<file path="src/rtl/register_write_arbiter_pkg.sv">
// rtl/register_write_arbiter_pkg.sv - shared types for the register write port arbiter
package register_write_arbiter_pkg;

    typedef logic [31:0] int_t;
    typedef logic [4:0] register_id_t;
    typedef register_id_t [1:0] register_read_id_t;

    typedef struct packed {
        register_id_t id;
        int_t         data;
        int_t         programCounter;
    } write_request_t;

    typedef enum logic [1:0] {
        GrantNone,
        GrantPipe,
        GrantQueue
    } grant_t;

    typedef logic [1:0] pending_count_t;

    localparam int RegisterCount = 32;

endpackage

</file>
<file path="src/rtl/register_write_arbiter_queue.sv">
// rtl/register_write_arbiter_queue.sv - FIFO buffering long-latency write requests
import register_write_arbiter_pkg::*;

module write_request_queue #(
    parameter int QUEUE_DEPTH = 2
) (
    input  logic           clock,
    input  logic           reset,
    input  logic           pushValid,
    input  write_request_t pushRequest,
    input  logic           popValid,
    output write_request_t headRequest,
    output logic           full,
    output logic           empty
);
    localparam int PtrWidth = $clog2(QUEUE_DEPTH);

    write_request_t          entries [QUEUE_DEPTH];
    logic [PtrWidth-1:0]     readPointer;
    logic [PtrWidth-1:0]     writePointer;
    logic [PtrWidth:0]       count;
    logic                    doPush;
    logic                    doPop;

    assign full        = count == (PtrWidth + 1)'(QUEUE_DEPTH);
    assign empty       = count == '0;
    assign doPush      = pushValid && !full;
    assign doPop       = popValid && !empty;
    assign headRequest = entries[readPointer];

    // Pointers wrap naturally because the depth is a power of two.
    always_ff @(posedge clock) begin
        if (reset) begin
            readPointer  <= '0;
            writePointer <= '0;
            count        <= '0;
        end else begin
            if (doPush) writePointer <= writePointer + PtrWidth'(1);
            if (doPop)  readPointer  <= readPointer + PtrWidth'(1);
            case ({doPush, doPop})
                2'b10:   count <= count + (PtrWidth + 1)'(1);
                2'b01:   count <= count - (PtrWidth + 1)'(1);
                default: count <= count;
            endcase
        end
    end

    always_ff @(posedge clock) begin
        if (doPush) entries[writePointer] <= pushRequest;
    end

endmodule

</file>
<file path="src/rtl/register_write_arbiter.sv">
// rtl/register_write_arbiter.sv - shares the register file write port between writeback and long-latency results
import register_write_arbiter_pkg::*;

module register_write_arbiter #(
    parameter int QUEUE_DEPTH  = 2,
    parameter int STARVE_LIMIT = 4
) (
    input  logic              clock,
    input  logic              reset,
    input  logic              wbValid,
    input  register_id_t      wbId,
    input  int_t              wbData,
    input  int_t              wbProgramCounter,
    output logic              wbStall,
    input  logic              luIssue,
    input  register_id_t      luIssueId,
    input  logic              luValid,
    output logic              luReady,
    input  register_id_t      luId,
    input  int_t              luData,
    input  int_t              luProgramCounter,
    input  register_read_id_t readId,
    output logic              readHazard,
    output register_id_t      writeId,
    output logic              writeEnabled,
    output int_t              dataWrite,
    output int_t              programCounterWrite
);
    localparam int StarveWidth = $clog2(STARVE_LIMIT + 1);

    write_request_t           headRequest;
    logic                     queueFull;
    logic                     queueEmpty;
    grant_t                   grant;
    logic [StarveWidth-1:0]   starveCount;
    logic [StarveWidth-1:0]   starveNext;
    pending_count_t           pending [RegisterCount];
    logic [RegisterCount-1:0] issueMask;
    logic [RegisterCount-1:0] drainMask;

    assign luReady = !reset && !queueFull;

    write_request_queue #(
        .QUEUE_DEPTH (QUEUE_DEPTH)
    ) queue (
        .clock       (clock),
        .reset       (reset),
        .pushValid   (luValid && luReady),
        .pushRequest ('{id: luId, data: luData, programCounter: luProgramCounter}),
        .popValid    (grant == GrantQueue),
        .headRequest (headRequest),
        .full        (queueFull),
        .empty       (queueEmpty)
    );

    // The queue only loses to writeback STARVE_LIMIT times in a row before it forces a stall.
    always_comb begin
        grant      = GrantNone;
        wbStall    = 1'b0;
        starveNext = '0;
        if (reset) begin
            grant = GrantNone;
        end else if (queueEmpty) begin
            if (wbValid) grant = GrantPipe;
        end else if (!wbValid) begin
            grant = GrantQueue;
        end else if (starveCount < StarveWidth'(STARVE_LIMIT)) begin
            grant      = GrantPipe;
            starveNext = starveCount + StarveWidth'(1);
        end else begin
            grant   = GrantQueue;
            wbStall = 1'b1;
        end
    end

    always_ff @(posedge clock) begin
        if (reset) starveCount <= '0;
        else       starveCount <= starveNext;
    end

    always_comb begin
        writeEnabled        = 1'b0;
        writeId             = '0;
        dataWrite           = '0;
        programCounterWrite = '0;
        case (grant)
            GrantPipe: begin
                writeEnabled        = 1'b1;
                writeId             = wbId;
                dataWrite           = wbData;
                programCounterWrite = wbProgramCounter;
            end
            GrantQueue: begin
                writeEnabled        = 1'b1;
                writeId             = headRequest.id;
                dataWrite           = headRequest.data;
                programCounterWrite = headRequest.programCounter;
            end
            default: writeEnabled = 1'b0;
        endcase
    end

    always_comb begin
        issueMask = '0;
        drainMask = '0;
        if (luIssue) issueMask[luIssueId] = 1'b1;
        if (grant == GrantQueue) drainMask[headRequest.id] = 1'b1;
        issueMask[0] = 1'b0;
        drainMask[0] = 1'b0;
    end

    // Issue and drain on the same register in one cycle cancel out.
    always_ff @(posedge clock) begin
        if (reset) begin
            for (int i = 0; i < RegisterCount; i++) pending[i] <= '0;
        end else begin
            for (int i = 1; i < RegisterCount; i++) begin
                if (issueMask[i] && !drainMask[i] && pending[i] != 2'd3)
                    pending[i] <= pending[i] + 2'd1;
                else if (drainMask[i] && !issueMask[i] && pending[i] != 2'd0)
                    pending[i] <= pending[i] - 2'd1;
            end
        end
    end

    assign readHazard = !reset &&
        ((readId[0] != '0 && pending[readId[0]] != 2'd0) ||
         (readId[1] != '0 && pending[readId[1]] != 2'd0));

    pendingOverflow: assert property (@(posedge clock) disable iff (reset)
        !(issueMask[luIssueId] && !drainMask[luIssueId] && pending[luIssueId] == 2'd3));

endmodule

</file>
<file path="config.mk">
export PLATFORM = sky130hd
export DESIGN_NAME = register_write_arbiter
export DESIGN_NICKNAME = d
export VERILOG_FILES = /design/src/rtl/register_write_arbiter_pkg.sv /design/src/rtl/register_write_arbiter_queue.sv /design/src/rtl/register_write_arbiter.sv
export SDC_FILE = /design/constraint.sdc
export NUM_CORES = 1
export LEC_CHECK = 0
export ABC_CLOCK_PERIOD_IN_PS = 3100
export CORE_ASPECT_RATIO = 1.75
export CORE_MARGIN = 4
export CORE_UTILIZATION = 47
export CTS_CLUSTER_SIZE = 10
export DETAILED_ROUTE_END_ITERATION = 10
export PLACE_DENSITY = 0.81
export SLEW_MARGIN = 20
export SYNTH_ARGS = -nofsm -noshare
export SYNTH_HDL_FRONTEND = slang
export SYNTH_HIERARCHICAL = 1
export SYNTH_SLANG_ARGS = --single-unit
</file>
<file path="constraint.sdc">
create_clock -name clock -period 3.1 [get_ports clock]
set_input_delay 0.465 -clock clock [delete_from_list [all_inputs] [get_ports clock]]
set_output_delay 0.465 -clock clock [all_outputs]
set_load 0.02 [all_outputs]
</file>
==> results of run 1 <==
-- worst max-delay path, delay by kind of cell, from the launching register on --
family	cells	cell delay (ns)
buffers and inverters	3	0.71
AND/OR/NAND/NOR	4	0.55
flip-flops	1	0.35
adder cells (fa/ha/maj)	1	0.21
AO/OA/AOI/OAI	1	0.20
-- layout make-up --
cell class | count | area (um^2) | area share, %
Timing Repair Buffer | 289 | 2720 | 18.6
Inverter | 13 | 55.1 | 0.377
Tap cell | 300 | 375 | 2.57
Antenna cell | 1 | 2.50 | 0.0171
Clock buffer | 43 | 693 | 4.74
Sequential cell | 208 | 6170 | 42.2
Multi-Input combinational cell | 689 | 4600 | 31.5
-- routing by layer --
layer | global-route usage (%) | part of all wire [%]
met2 | 44.0 | 55
met3 | 3.27 | 5.9
met4 | 10.7 | 4.5
met1 | 24.4 | 35
met5 | 0 | 0
-- how the worst max path moves through the flow --
stage,start,to,slack [ns],cells past startpoint
2_1_floorplan,reset,dataWrite[12],0.07,11
3_3_place_gp,readId[5],readHazard,-0.27,9
3_5_place_dp,readId[5],readHazard,-0.34,9
4_1_cts,pending[23][0],readHazard,0.03,7
5_1_grt,queue/count[1],writeId[2],0.001,9
6_report,queue/count[1],programCounterWrite[10],0.1,9
-- logic make-up after synthesis --
logic type                 share of synthesized area [%]
AOI/OAI and AO/OA                                   14.0
xor gates and xnor gates                            1.91
adders and majority gates                          0.681
buffers and inverters                               3.30
DFF                                                 55.9
muxes                                               8.70
and+or+nand+nor                                     15.5
-- Yosys cell counts, types with 11 or more instances --
master       n  area share (%)
nor3_1      32             1.5
mux2_2      73             7.5
a22oi_1     69             4.7
xnor2_1     15             1.2
nand2_1     49             1.7
a211oi_1    21             1.4
nor4_1      12            0.68
nand3_1     21            0.95
inv_1       11            0.37
edfxtp_1   200              54
nor2_1     199             6.8
a2111oi_0   11            0.87
a21oi_1     26             1.2
o21ai_0     12            0.54
buf_2       23             1.0
clkbuf_1    28            0.95
-- registers in the layout, indices dropped and copies added (netlist names), named ones only --
register	cells
queue/count	2
queue/entries	138
queue/readPointer	1
starveCount	3
pending	62
queue/writePointer	1
-- repair_timing --
item,CTS,global route
gates cloned,1,0
gates resized for setup,89,50
pin swaps,0,1
buffers inserted,0,4
hold buffers,0,0
setup endpoints to repair,71,28
-- power breakdown --
group          switching [uW]  total (uW)  internal (uW)
logic                     459         907            447
clock network            1030        2520           1490
registers                82.6        3300           3220
-- metrics by stage --
step,setup slack (ns),area [um^2],total power [uW]
6_report,0.0966,14600,6730
5_1_grt,0.00134,14600,6990
4_1_cts,0.0277,14600,6770
3_5_place_dp,-0.343,13900,4250
3_3_place_gp,-0.275,13900,4220
2_1_floorplan,0.0655,11000,3790
==> results_dict.tcl, run 1 <==
set metrics [dict create \
    syn_area_um2 11000 \
    syn_area_per_cell_um2 11.3 \
    cp_slowest_cell "dfxtp_2" \
    drt_iter0_markers 566 \
    cp.required_ns 2.63 \
    power_density_nw_per_um2 460 \
    grt_antenna_before_repair 0 \
    async_flop_share_pct 0 \
    hold_path.class "reg -> reg" \
    relSlewSlack_pct 60.9 \
    irDropWorstVdd_uv 589 \
    drive_gt1_share_pct 18.0 \
    layout_common_cells "200 x edfxtp_1, 191 x nor2_1, 159 x clkdlybuf4s50_1, 73 x mux2_2, 69 x a22oi_1" \
    area_growth_pct 32.6 \
    r2r_start "queue/count[1]" \
    dieHeight_um 211 \
    h-tree-depth 1 \
    finalSetupViolCount 0 \
    grt_pass1_vias 9346 \
    coreArea_um2 22900 \
    final_core_utilization_pct 63.8 \
    die_area_um2 26100 \
    grt_pass1_wl_um 47400 \
    nNetsFinal 1389 \
    max_stage_delay_ns 0.35 \
    skew_ns 0.00999 \
    p_leak_uw 0.00525 \
    crit_type "reg -> out" \
    synthFlopType "edfxtp_1" \
    endpoint_kind "primary output" \
    rsz0062_at_grt "false" \
    final.fill_count 1832 \
    min_period_over_period_pct 96.9 \
    clock_path_buffers 3 \
    worstPathCellList "nor2_4, nand2b_1, and3_4, inv_1, ha_4, bufbuf_16, a22oi_1, nor2_1, dlygate4sd2_1" \
    row_count 73 \
    ios 231 \
    io_buffers 230 \
    post-route-drc-count 0 \
    grt_overflow_total 0 \
    hold_path_end "starveCount[0]" \
    start_util_pct 48.1 \
    finalHoldViolations 0 \
    cts_tree "built" \
    dp_cells 1494 \
    numCtsBuffers 24 \
    fin_crit_ns 3.00 \
    layoutNonFillerInstCount 1543 \
    hp-start "starveCount[0]" \
    firstDrtPassIters 5 \
    die_x_um 124 \
    vias 8904 \
    critPathLaunchType "flop" \
    grt_usage_pct 23.1 \
    drt_wl_total_um 30700 \
    cp.arrival_ns 2.54 \
    yosysWarnings 6 \
    crit_fanout 25 \
    ant_nets 0 \
    maxSlewViolCount 0 \
    ys_seq_elements 208 \
    synth_nets 1139 \
    worstReg2RegEnd "pending[20][0]" \
    cts-root-buf "clkbuf_16" \
    synth.lib_cells_used.distinct 65 \
    viasPerCell 5.77 \
    grt_max_degree 70 \
    fmax_mhz 333 \
    synth_edf_count 200 \
    outcome "completed" \
    gp_congestion 0.911 \
    yosysSeqAreaShare_pct 55.9 \
    worstSkewPairLatency_ns 0.50 \
    cts_sinks 208 \
    final_common_cell "edfxtp_1" \
    synthCells 975 \
    maxCapViolCount 0 \
    clk_pin_slew_worst_paths_ns 0.06 \
    timing.hold.ws_ns 0.440 \
    worstHoldPathCells 1 \
    dp_hpwl_um 22400 \
    r2r_setup_slack_ns 0.43 \
    worst_slew_pin_slew_ns 0.572 \
    wl_per_cell_um 19.9 \
    reg2regPathDepth 8 \
    setup_tns_ns 0 \
]
No activity file was read; power rests on OpenSTA's default activity.
==> run 2, diff against run 1 <==
- CORE_MARGIN: 4 -> 5
==> run 2 against run 1 <==
  * Combinational power increased by 0.4%
  * Utilization is 0.57 points lower
  * First-iteration DRC count shrank 6.7%
  * Critical path depth is the same
  * Sequential power is essentially flat
  * Critical endpoint is now writeId[1]
  * Largest cell class unchanged
==> results_dict.tcl, run 2 (synthesized netlist as in run 1, its figures left out) <==
set metrics [dict create \
    row_count 74 \
    maxSlewViolCount 0 \
    dieHeight_um 213 \
    cts_tree "built" \
    dp_cells 1509 \
    viasPerCell 5.81 \
    min_period_over_period_pct 97.6 \
    critical_path.top_delay_family "buffers and inverters" \
    worstHoldPathCells 3 \
    top_register "queue/entries" \
    grt_max_degree 70 \
    hold_path.class "in -> reg" \
    die_area_um2 26800 \
    worstSkewPairLatency_ns 0.51 \
    crit_fanout 9 \
    irDropWorstVdd_uv 492 \
    die_x_um 126 \
    finalHoldViolations 0 \
    drt_iter0_markers 528 \
    grt_antenna_before_repair 0 \
    critPathLaunchType "flop" \
    power_density_nw_per_um2 455 \
    numCtsBuffers 24 \
    worstReg2RegEnd "pending[23][1]" \
    h-tree-depth 1 \
    worst_slew_pin_slew_ns 0.644 \
    vias 8993 \
    worst-path-stages 9 \
    hp-start "reset" \
    max_stage_delay_ns 0.40 \
    cts-root-buf "clkbuf_16" \
    totalPowerFinal_uw 6680 \
    r2r_setup_slack_ns 0.28 \
    fin_crit_ns 3.03 \
    maxCapViolCount 0 \
    endpoint_kind "primary output" \
    worstPathCellList "nor2_4, nand2b_1, and3_4, inv_1, ha_4, buf_4, nand2_1, a21oi_1, dlygate4sd2_1" \
    layout_common_cells "200 x edfxtp_1, 192 x nor2_1, 159 x clkdlybuf4s50_1, 73 x mux2_2, 68 x a22oi_1" \
    clock_path_buffers 3 \
    p_leak_uw 0.00527 \
    area_growth_pct 33.2 \
    gp_congestion 0.947 \
    cp.arrival_ns 2.56 \
    post-route-drc-count 0 \
    dp_hpwl_um 22800 \
    final.fill_count 1820 \
    layoutNonFillerInstCount 1549 \
    clk_pin_slew_worst_paths_ns 0.05 \
    grt_usage_pct 22.4 \
    drive_gt1_share_pct 18.0 \
    timing.hold.ws_ns 0.429 \
    largest_register_ffs 138 \
    grt_pass1_vias 9364 \
    reg2regPathDepth 10 \
    final_common_cell "edfxtp_1" \
    fmax_mhz 331 \
    grt_pass1_wl_um 47900 \
    cp.required_ns 2.63 \
    ios 231 \
    finalSetupViolCount 0 \
    ant_nets 0 \
    start_util_pct 47.5 \
    skew_ns 0.0122 \
    firstDrtPassIters 5 \
    drt_wl_total_um 30700 \
    insertedDiodeCount 0 \
    grt_overflow_total 0 \
    critPathBufInv 3 \
    top_regs "queue/entries (138), pending (62), starveCount (3)" \
    hold_path_end "queue/count[1]" \
    io_buffers 230 \
    r2r_start "queue/count[0]" \
    nNetsFinal 1400 \
    cts_sinks 208 \
    holdBufCountCts 0 \
    cp_slowest_cell "dfxtp_2" \
    wl_per_cell_um 19.8 \
    relSlewSlack_pct 56.5 \
    coreArea_um2 23200 \
    outcome "completed" \
    crit_type "reg -> out" \
]
## run 2: changes by cell type in the layout (fill, tap and decap cells not counted), sizes merged
cell,delta
clkbuf,-15
clkdlybuf4s15,+12
buf,+10
dlygate4sd2,-4
bufbuf,-1
clkinv,+1
diode,-1
## run 2: worst reg2reg max path, cell delays in order, from the launching register on
cell      delay (ns)
dfxtp_2         0.40
nor2_4          0.07
nand2b_1        0.14
and3_4          0.19
inv_1           0.12
ha_4            0.22
buf_4           0.20
nand3_1         0.23
or2_2           0.39
o311ai_0        0.41
buf_4           0.19
## run 2: report_power, final
part	switching (uW)	internal, uW
registers	80.1	3220
logic	457	454
clock network	1020	1450
total	1560	5130
## run 2: per-layer routing
metal	share of wire [%]	global-route usage (%)	vias up
met4	5.4	11.6	0
met3	5.6	3.73	100
li1	-	-	4213
met2	54	42.1	355
met5	0	0	-
met1	35	23.8	4325
## run 2: cell type report
cell class	instances	area, um^2	area share (%)
clock buffers	34	659	4.49
clock inverters	1	3.75	0.0256
flip-flops and latches	208	6170	42.0
inverters	13	52.6	0.358
multi-input cells	689	4570	31.1
well taps	304	380	2.59
repair buffers	300	2850	19.4
## run 2: stage by stage
step           setup TNS, ns  setup slack (ns)  cell area, um^2  util, %
2_1_floorplan              0            0.0655            11000        -
3_3_place_gp           -2.34            -0.265            14000     60.3
3_5_place_dp           -4.08            -0.253            14000     60.3
4_1_cts                    0          0.000304            14700     63.1
5_1_grt             -0.00457          -0.00457            14700     63.2
6_report                   0            0.0749            14700     63.2
## run 2: how the worst max path moves through the flow
stage,slack [ns],start,end
floorplan,0.07,reset,dataWrite[12]
CTS,0.0003,queue/count[1],dataWrite[8]
global placement,-0.27,readId[5],readHazard
finish,0.07,queue/count[0],writeId[1]
global route,-0.005,queue/count[0],writeId[1]
detailed placement,-0.25,readId[5],readHazard
## run 2: timing repair
item | 4_1_cts | 5_1_grt
hold endpoints to repair | 0 | 0
gates resized for setup | 101 | 25
setup buffers | 4 | 0
pin swaps | 2 | 0
setup endpoints to repair | 71 | 31
cloned | 0 | 1
